$ cat src/rtl/rv32i_pkg.sv
// Shared definitions for the RV32I data-memory path: bridge FSM states and
// the default transaction timeout.
package rv32i_pkg;

  typedef enum logic [1:0] {
    IDLE = 2'd0,
    ADDR = 2'd1,
    RESP = 2'd2,
    DONE = 2'd3
  } dmem_state_t;

  localparam int unsigned DMEM_TIMEOUT_DEFAULT = 255;

endpackage

$ cat src/rtl/rv32i_bus_timer.sv
// 8-bit transaction watchdog: counts while enabled, flags the cycle in which
// the count sits at TIMEOUT_CYCLES-1.
module rv32i_bus_timer
  import rv32i_pkg::*;
#(
  parameter int unsigned TIMEOUT_CYCLES = DMEM_TIMEOUT_DEFAULT
) (
  input  logic clk,
  input  logic rst,
  input  logic clear,
  input  logic enable,
  output logic expired
);

  logic [7:0] count;

  always_ff @(posedge clk or posedge rst) begin
    if (rst) begin
      count <= '0;
    end else if (clear) begin
      count <= '0;
    end else if (enable) begin
      count <= count + 8'd1;
    end
  end

  assign expired = (count == 8'(TIMEOUT_CYCLES - 1));

endmodule

$ cat src/rtl/rv32i_dmem_bridge.sv
// Bridges the LSU's combinational load/store request onto the registered
// request/grant/response data bus, stalling the core until the response.
module rv32i_dmem_bridge
  import rv32i_pkg::*;
#(
  parameter int unsigned TIMEOUT_CYCLES = DMEM_TIMEOUT_DEFAULT
) (
  input  logic        clk_i,
  input  logic        rst_i,
  input  logic        req_i,
  input  logic        st_i,
  input  logic [31:0] mem_addr_i,
  input  logic [31:0] wmem_i,
  input  logic [3:0]  be_i,
  output logic [31:0] rmem_o,
  output logic        stall_o,
  output logic        err_o,
  output logic        bus_req_o,
  output logic        bus_we_o,
  output logic [31:0] bus_addr_o,
  output logic [31:0] bus_wdat_o,
  output logic [3:0]  bus_be_o,
  input  logic        bus_gnt_i,
  input  logic        bus_rvalid_i,
  input  logic [31:0] bus_rdat_i,
  input  logic        bus_err_i
);

  localparam logic [1:0] S_IDLE = 2'(IDLE);
  localparam logic [1:0] S_ADDR = 2'(ADDR);
  localparam logic [1:0] S_RESP = 2'(RESP);
  localparam logic [1:0] S_DONE = 2'(DONE);

  logic [1:0] state;
  logic [1:0] state_nx;
  logic       err_q;
  logic       accept;
  logic       expired;
  logic       abort;

  assign accept = (state == S_IDLE) && req_i;
  // A response arriving in the expiry cycle still counts as completion.
  assign abort  = expired && ((state == S_ADDR) || ((state == S_RESP) && !bus_rvalid_i));

  rv32i_bus_timer #(
    .TIMEOUT_CYCLES(TIMEOUT_CYCLES)
  ) u_timer (
    .clk     (clk_i),
    .rst     (rst_i),
    .clear   (accept),
    .enable  ((state == S_ADDR) || (state == S_RESP)),
    .expired (expired)
  );

  always_comb begin
    state_nx = state;
    case (state)
      S_IDLE: if (req_i) state_nx = S_ADDR;
      S_ADDR: begin
        if (expired) state_nx = S_DONE;
        else if (bus_gnt_i) state_nx = S_RESP;
      end
      S_RESP: if (bus_rvalid_i || expired) state_nx = S_DONE;
      S_DONE: state_nx = S_IDLE;
      default: state_nx = S_IDLE;
    endcase
  end

  always_ff @(posedge clk_i or posedge rst_i) begin
    if (rst_i) begin
      state      <= S_IDLE;
      bus_we_o   <= 1'b0;
      bus_addr_o <= '0;
      bus_wdat_o <= '0;
      bus_be_o   <= '0;
      rmem_o     <= '0;
      err_q      <= 1'b0;
    end else begin
      state <= state_nx;
      if (accept) begin
        bus_we_o   <= st_i;
        bus_addr_o <= mem_addr_i & 32'hFFFF_FFFC;
        bus_wdat_o <= wmem_i;
        bus_be_o   <= be_i;
        err_q      <= 1'b0;
      end
      if ((state == S_RESP) && bus_rvalid_i) begin
        if (!bus_we_o) rmem_o <= bus_rdat_i;
        err_q <= bus_err_i;
      end else if (abort) begin
        err_q <= 1'b1;
      end
    end
  end

  assign bus_req_o = (state == S_ADDR);
  assign stall_o   = req_i && (state != S_DONE);
  assign err_o     = (state == S_DONE) && err_q;

endmodule

$ cat config.mk
export PLATFORM = sky130hd
export DESIGN_NAME = rv32i_dmem_bridge
export DESIGN_NICKNAME = d
export VERILOG_FILES = /design/src/rtl/rv32i_pkg.sv /design/src/rtl/rv32i_bus_timer.sv /design/src/rtl/rv32i_dmem_bridge.sv
export SDC_FILE = /design/constraint.sdc
export NUM_CORES = 1
export LEC_CHECK = 0
export ABC_AREA = 1
export BUFFER_PORTS_ARGS = -buffer_cell sky130_fd_sc_hd__buf_4
export CORE_MARGIN = 1
export CORE_UTILIZATION = 40
export CTS_CLUSTER_DIAMETER = 80
export DETAILED_ROUTE_END_ITERATION = 6
export GPL_TIMING_DRIVEN = 1
export PLACE_DENSITY = 0.8
export SLEW_MARGIN = 20
export SYNTH_ARGS = -nofsm -noshare
export SYNTH_HDL_FRONTEND = slang
export SYNTH_HIERARCHICAL = 1
export SYNTH_SLANG_ARGS = --single-unit
$ cat constraint.sdc
create_clock -name clk_i -period 5.2 [get_ports clk_i]
set_clock_uncertainty 0.05 [all_clocks]
set_input_delay 1.04 -clock clk_i [delete_from_list [all_inputs] [get_ports clk_i]]
set_output_delay 1.04 -clock clk_i [all_outputs]
set_load 0.005 [all_outputs]
==> After elaboration in Yosys (flattened, before gate mapping) <==
Index checks and enable logic that the tools add are counted.
{ "totals": {"reg_bits": 110, "out_inout_bits": 104, "word_cells": 43} }
{ "op_classes": {"add_sub_neg": 1, "eq_ne": 8, "n_mux": 10, "bitwise": 1, "n_reduce_logical": 15} }
{ "ops": {"columns": ["op", "count"], "rows": [
  ["8-bit two-way mux", 2],
  ["8-bit by 1-bit adder with 8-bit output (second input constant)", 1],
  ["8-bit == test (second input constant)", 1],
  ["2-bit two-way mux", 4],
  ["2-bit one-hot mux with 4 select lines", 1],
  ["1-bit logical AND", 6],
  ["2-bit != test (second input constant)", 3],
  ["2-bit == test (second input constant)", 2],
  ["1-bit logical OR", 3],
  ["1-bit two-way mux", 3],
  ["3-bit by 1-bit != test with 1-bit output (second input constant)", 1],
  ["3-bit AND reduction", 1],
  ["3-bit nonzero test", 1],
  ["2-bit by 1-bit == test with 1-bit output (second input constant)", 1],
  ["2-bit logical NOT", 1],
  ["2-bit AND reduction", 1],
  ["2-bit nonzero test", 1],
  ["1-bit logical NOT", 1],
  ["1-bit inverter", 1]
]} }

==> Longest topological paths before layout <==
{ "depth": {"ltp_word": 6, "mapped_depth": 11} }

==> Cells and area by module <==
Netlist, hierarchy kept.
{ "modules_own_cells": {"columns": ["mod", "instances", "cells_each", "area_per_inst_um2", "seq_area_each_um2"], "rows": [
  ["rv32i_dmem_bridge", 1, 467, 4206.5, 2552.4],
  ["rv32i_bus_timer", 1, 60, 470.5, 200.2]
]} }

==> Worst setup path after synthesis <==
No wires, ideal clock.
{ "synth_timing": {"kind": "input to output", "from": "in req_i", "to": "out stall_o", "arrival_ps": 1167, "required_time_ps": 4110, "slack_ps": 2943, "cell_stages": 2, "path_cell_list": "inv_1 > nor2_1"} }
{ "synth_between": {"elab_chain_len": 1} }
{ "synth_rtl": {"columns": ["item", "line_no", "text"], "rows": [
  ["start, declared", "rv32i_dmem_bridge.sv:10", "input logic req_i,"],
  ["1-bit logical AND", "rv32i_dmem_bridge.sv:97", "assign stall_o = req_i && (state != S_DONE);"],
  ["end, declared", "rv32i_dmem_bridge.sv:16", "output logic stall_o,"]
]} }
Every way passes these cells.

==> Worst setup path after layout <==
{ "layout_timing": {"from": "in req_i", "to": "reg u_timer.count[3]"} }
{ "layout_between": {"elab_chain_len": 2, "word_cells_on_any_way": 3, "classes_between": "mux: 1; reduce/logical: 2"} }
{ "layout_rtl": {"columns": ["item", "line_no", "text"], "rows": [
  ["1-bit logical AND (*)", "rv32i_dmem_bridge.sv:41", "assign accept = (state == S_IDLE) && req_i;"],
  ["8-bit two-way mux / 2-bit nonzero test (equally long branches)", null, null],
  ["end signal, assigned", "rv32i_bus_timer.sv:23", "count <= count + 8'd1;"],
  ["end, declared", "rv32i_bus_timer.sv:15", "logic [7:0] count;"]
]} }
Mark *: on every way between the ends. The rest lies on a longest branch, timed or not.
A chain may end at the register's enable or synchronous reset.

==> summary.md <==
| Metric | Value |
|---|---|
| Core region area | 11400 sq um |
| CP max-delay cell | clkinv_2 |
| Hold WS | 432 ps |
| Routed vias/inst | 4.53 |
| Switch Pwr | 1.27 mW |
| Post-synth top area cell | dfrtp_1 |
| Die area | 12100 sq um |
| Wirelength, routed | 11.4 mm |
| Crit path top cell by count | buf_4 |
| Post-DRT Antenna Nets | 0 |
| Ant. Diodes | 0 |
| Least-Margin Pin Slew | 942 ps |
| Clock root buffer | clkbuf_16 |
| Post-CTS Setup Bufs | 0 |
| Minimum clock period | 3410 ps |
| Largest cells by area after synthesis | dfrtp_1 (59%), nand2_1 (21%), o21ai_2 (6.0%) |
| Placer's final routability congestion estimate | 0.804 |
| Longest Clk Path Bufs | 2 |
| Yosys warns | 6 |
| CTS Buf Count | 9 |
| Synth Area per Inst | 8.87 sq um |
| Critical Path End Type | flip-flop |
| Port bufs | 206 |
| RSZ-0062 raised after global routing | false |
| Most common cell after layout, fill and taps aside | nand2_1 |
| Rows | 39 |
| Max-slew violations | 0 |
| # DRC | 0 |
| Final nets | 839 |
| Netlist cell types | 23 |
| Max-slew headroom | 37.2% |
| GRT Resource Usage Total | 18.8% |
| Worst hold path class | reg2reg |
| Status | completed |
| Period utilization | 65.6% |
| VDD IR max | 277 uV |
| Crit path buffers/inverters | 4 |
| Max Cap Viol | 0 |
| Clock latency on the worst-skew pair | 340 ps |
| Delay of the slowest critical-path stage | 910 ps |
| Most frequent cells in the layout | nand2_1 (264), buf_4 (209), dfrtp_1 (110) |
| CTS Hold Bufs | 0 |
| Initial core utilization | 41.0% |
| Yosys top cell area share | 58.9% |
| Drt initial violations | 204 |
| Area of the mapped netlist | 4680 sq um |
| LEAKAGE | 3.73 nW |
| Clk network pwr share | 17.9% |
| Post-cts gate resize count | 0 |
| Die span in x | 110 microns |
| Clock transition at the registers of the reported paths | 70 ps |
| Switch share | 35.3% |
| Setup Viol. Count Final | 0 |
| Layout area overhead | 40.2% |
| Cells after Synth | 527 |
| Drt first pass iters | 4 |
| Critical path's top delay family | buffers and inverters |
| Flop pwr share | 40.8% |
| Max Freq | 293 MHz |
| First-pass GRT wire length | 17.5 mm |
| Flop and latch count out of synthesis | 110 |
| Worst setup SP type | input pin |
| Initial antenna violation count | 0 |
| Avg WL per Cell | 13.1 microns |
| Power Density | 548 nW/um^2 |
| Final hold vios | 0 |
| Share of cells above drive strength 1 | 36.6% |
| Setup CP Type | in2reg |
| Comb power frac | 41.2% |
| Setup tns final | 0 ps |
| CP arrival | 3590 ps |
| Routed via count | 3952 |
| Die height | 110 microns |
| CP Max Fanout | 69 |
| CTS tree | yes |
| Pin count of the biggest net entering global routing | 70 |
| I/O pin cnt | 211 |
| Vias in the first global route | 3806 |
| Hpwl dp | 8.32 mm |
| Critical path cell sequence | buf_4, nand2_2, buf_4, clkinv_2, nor2_4, inv_1, a21oi_1, nor2_1 |
| Sequential element share of the synthesized area | 58.9% |
| # clock sinks | 110 |
| P_int | 2.32 mW |
| H-tree Lvls | 3 |
| Gr ovfl total | 0 |
| Required @ worst endpoint | 5380 ps |
==> flip-flops by register name, indices dropped and copies added, names as in the netlist <==
register / cells
bus_be_o: 4
u_timer/count: 8
bus_addr_o: 30
state: 2
rmem_o: 32
bus_wdat_o: 32
err_q: 1
bus_we_o: 1
==> worst min-delay path, delay by kind of cell (launching register included) <==
kind	cells	cell delay, ps
AND/OR/NAND/NOR	2	100
flip-flops	1	340
==> cell usage after synthesis, drive strengths merged <==
library cell    n
a21oi           5
o21ai          35
or2             1
nand2         267
clkbuf          8
o21bai          1
inv            49
conb            1
dfrtp         110
nand3b          1
buf            15
nand4           2
nor2           15
ha              7
nand3          10
==> power groups by stage <==
stage / logic, mW / registers, mW / clock network [mW]
after floorplan: 0.700 / 1.49 / 0
after global placement: 1.45 / 1.46 / 0
after detailed placement: 1.51 / 1.47 / 0
after CTS: 1.51 / 1.47 / 0.667
after global routing: 1.66 / 1.52 / 0.705
final: 1.48 / 1.47 / 0.644
==> cells by family after synthesis <==
| logic type | Yosys count | share of synthesized area [%] |
|---|---|---|
| adders and majority gates | 7 | 1.87 |
| and+or+nand+nor | 296 | 25.0 |
| other | 1 | 0.0802 |
| buffers and inverters | 72 | 7.22 |
| AOI/OAI and AO/OA | 41 | 7.01 |
| DFF | 110 | 58.9 |
==> per-layer routing <==
metal | routed length, microns | part of all wire, % | GRT usage, %
met5 | 0 | 0 | 0
met2 | 5850 | 51 | 32.0
met1 | 4600 | 40 | 23.0
met3 | 686 | 6.0 | 4.76
met4 | 248 | 2.2 | 7.42
==> per-stage QoR <==
step	cell area [sq um]	total power [mW]	setup WS, ps	utilization, %	std cells
after floorplan	4680	2.19	1430	-	528
after global placement	6280	2.91	1910	55.0	857
after detailed placement	6280	2.98	1820	55.0	857
after CTS	6560	3.64	2200	57.4	873
after global routing	6560	3.88	1490	57.4	873
final	6560	3.59	1790	57.4	873
==> path summary, 6_finish.rpt <==
check,cells after the start,startpoint,endpoint,slack (ps)
worst max-delay path,8,req_i,u_timer/count[3],1790
worst min-delay path,2,bus_addr_o[29],bus_addr_o[29],430
worst max register to register,9,state[0],u_timer/count[3],1820
worst min register to register,2,bus_addr_o[29],bus_addr_o[29],430
max in group asynchronous,3,rst_i,bus_we_o,3260
min in group asynchronous,2,rst_i,u_timer/count[5],620
==> area by class of cell <==
type | instances | area [sq um]
flip-flops and latches | 110 | 2750
repair buffers | 209 | 1570
clock buffers | 11 | 233
inverters | 49 | 188
clock inverters | 5 | 43.8
multi-input cells | 346 | 1590
well taps | 143 | 179
fillers | 1025 | 4860
No activity file was read; power rests on OpenSTA's default activity.
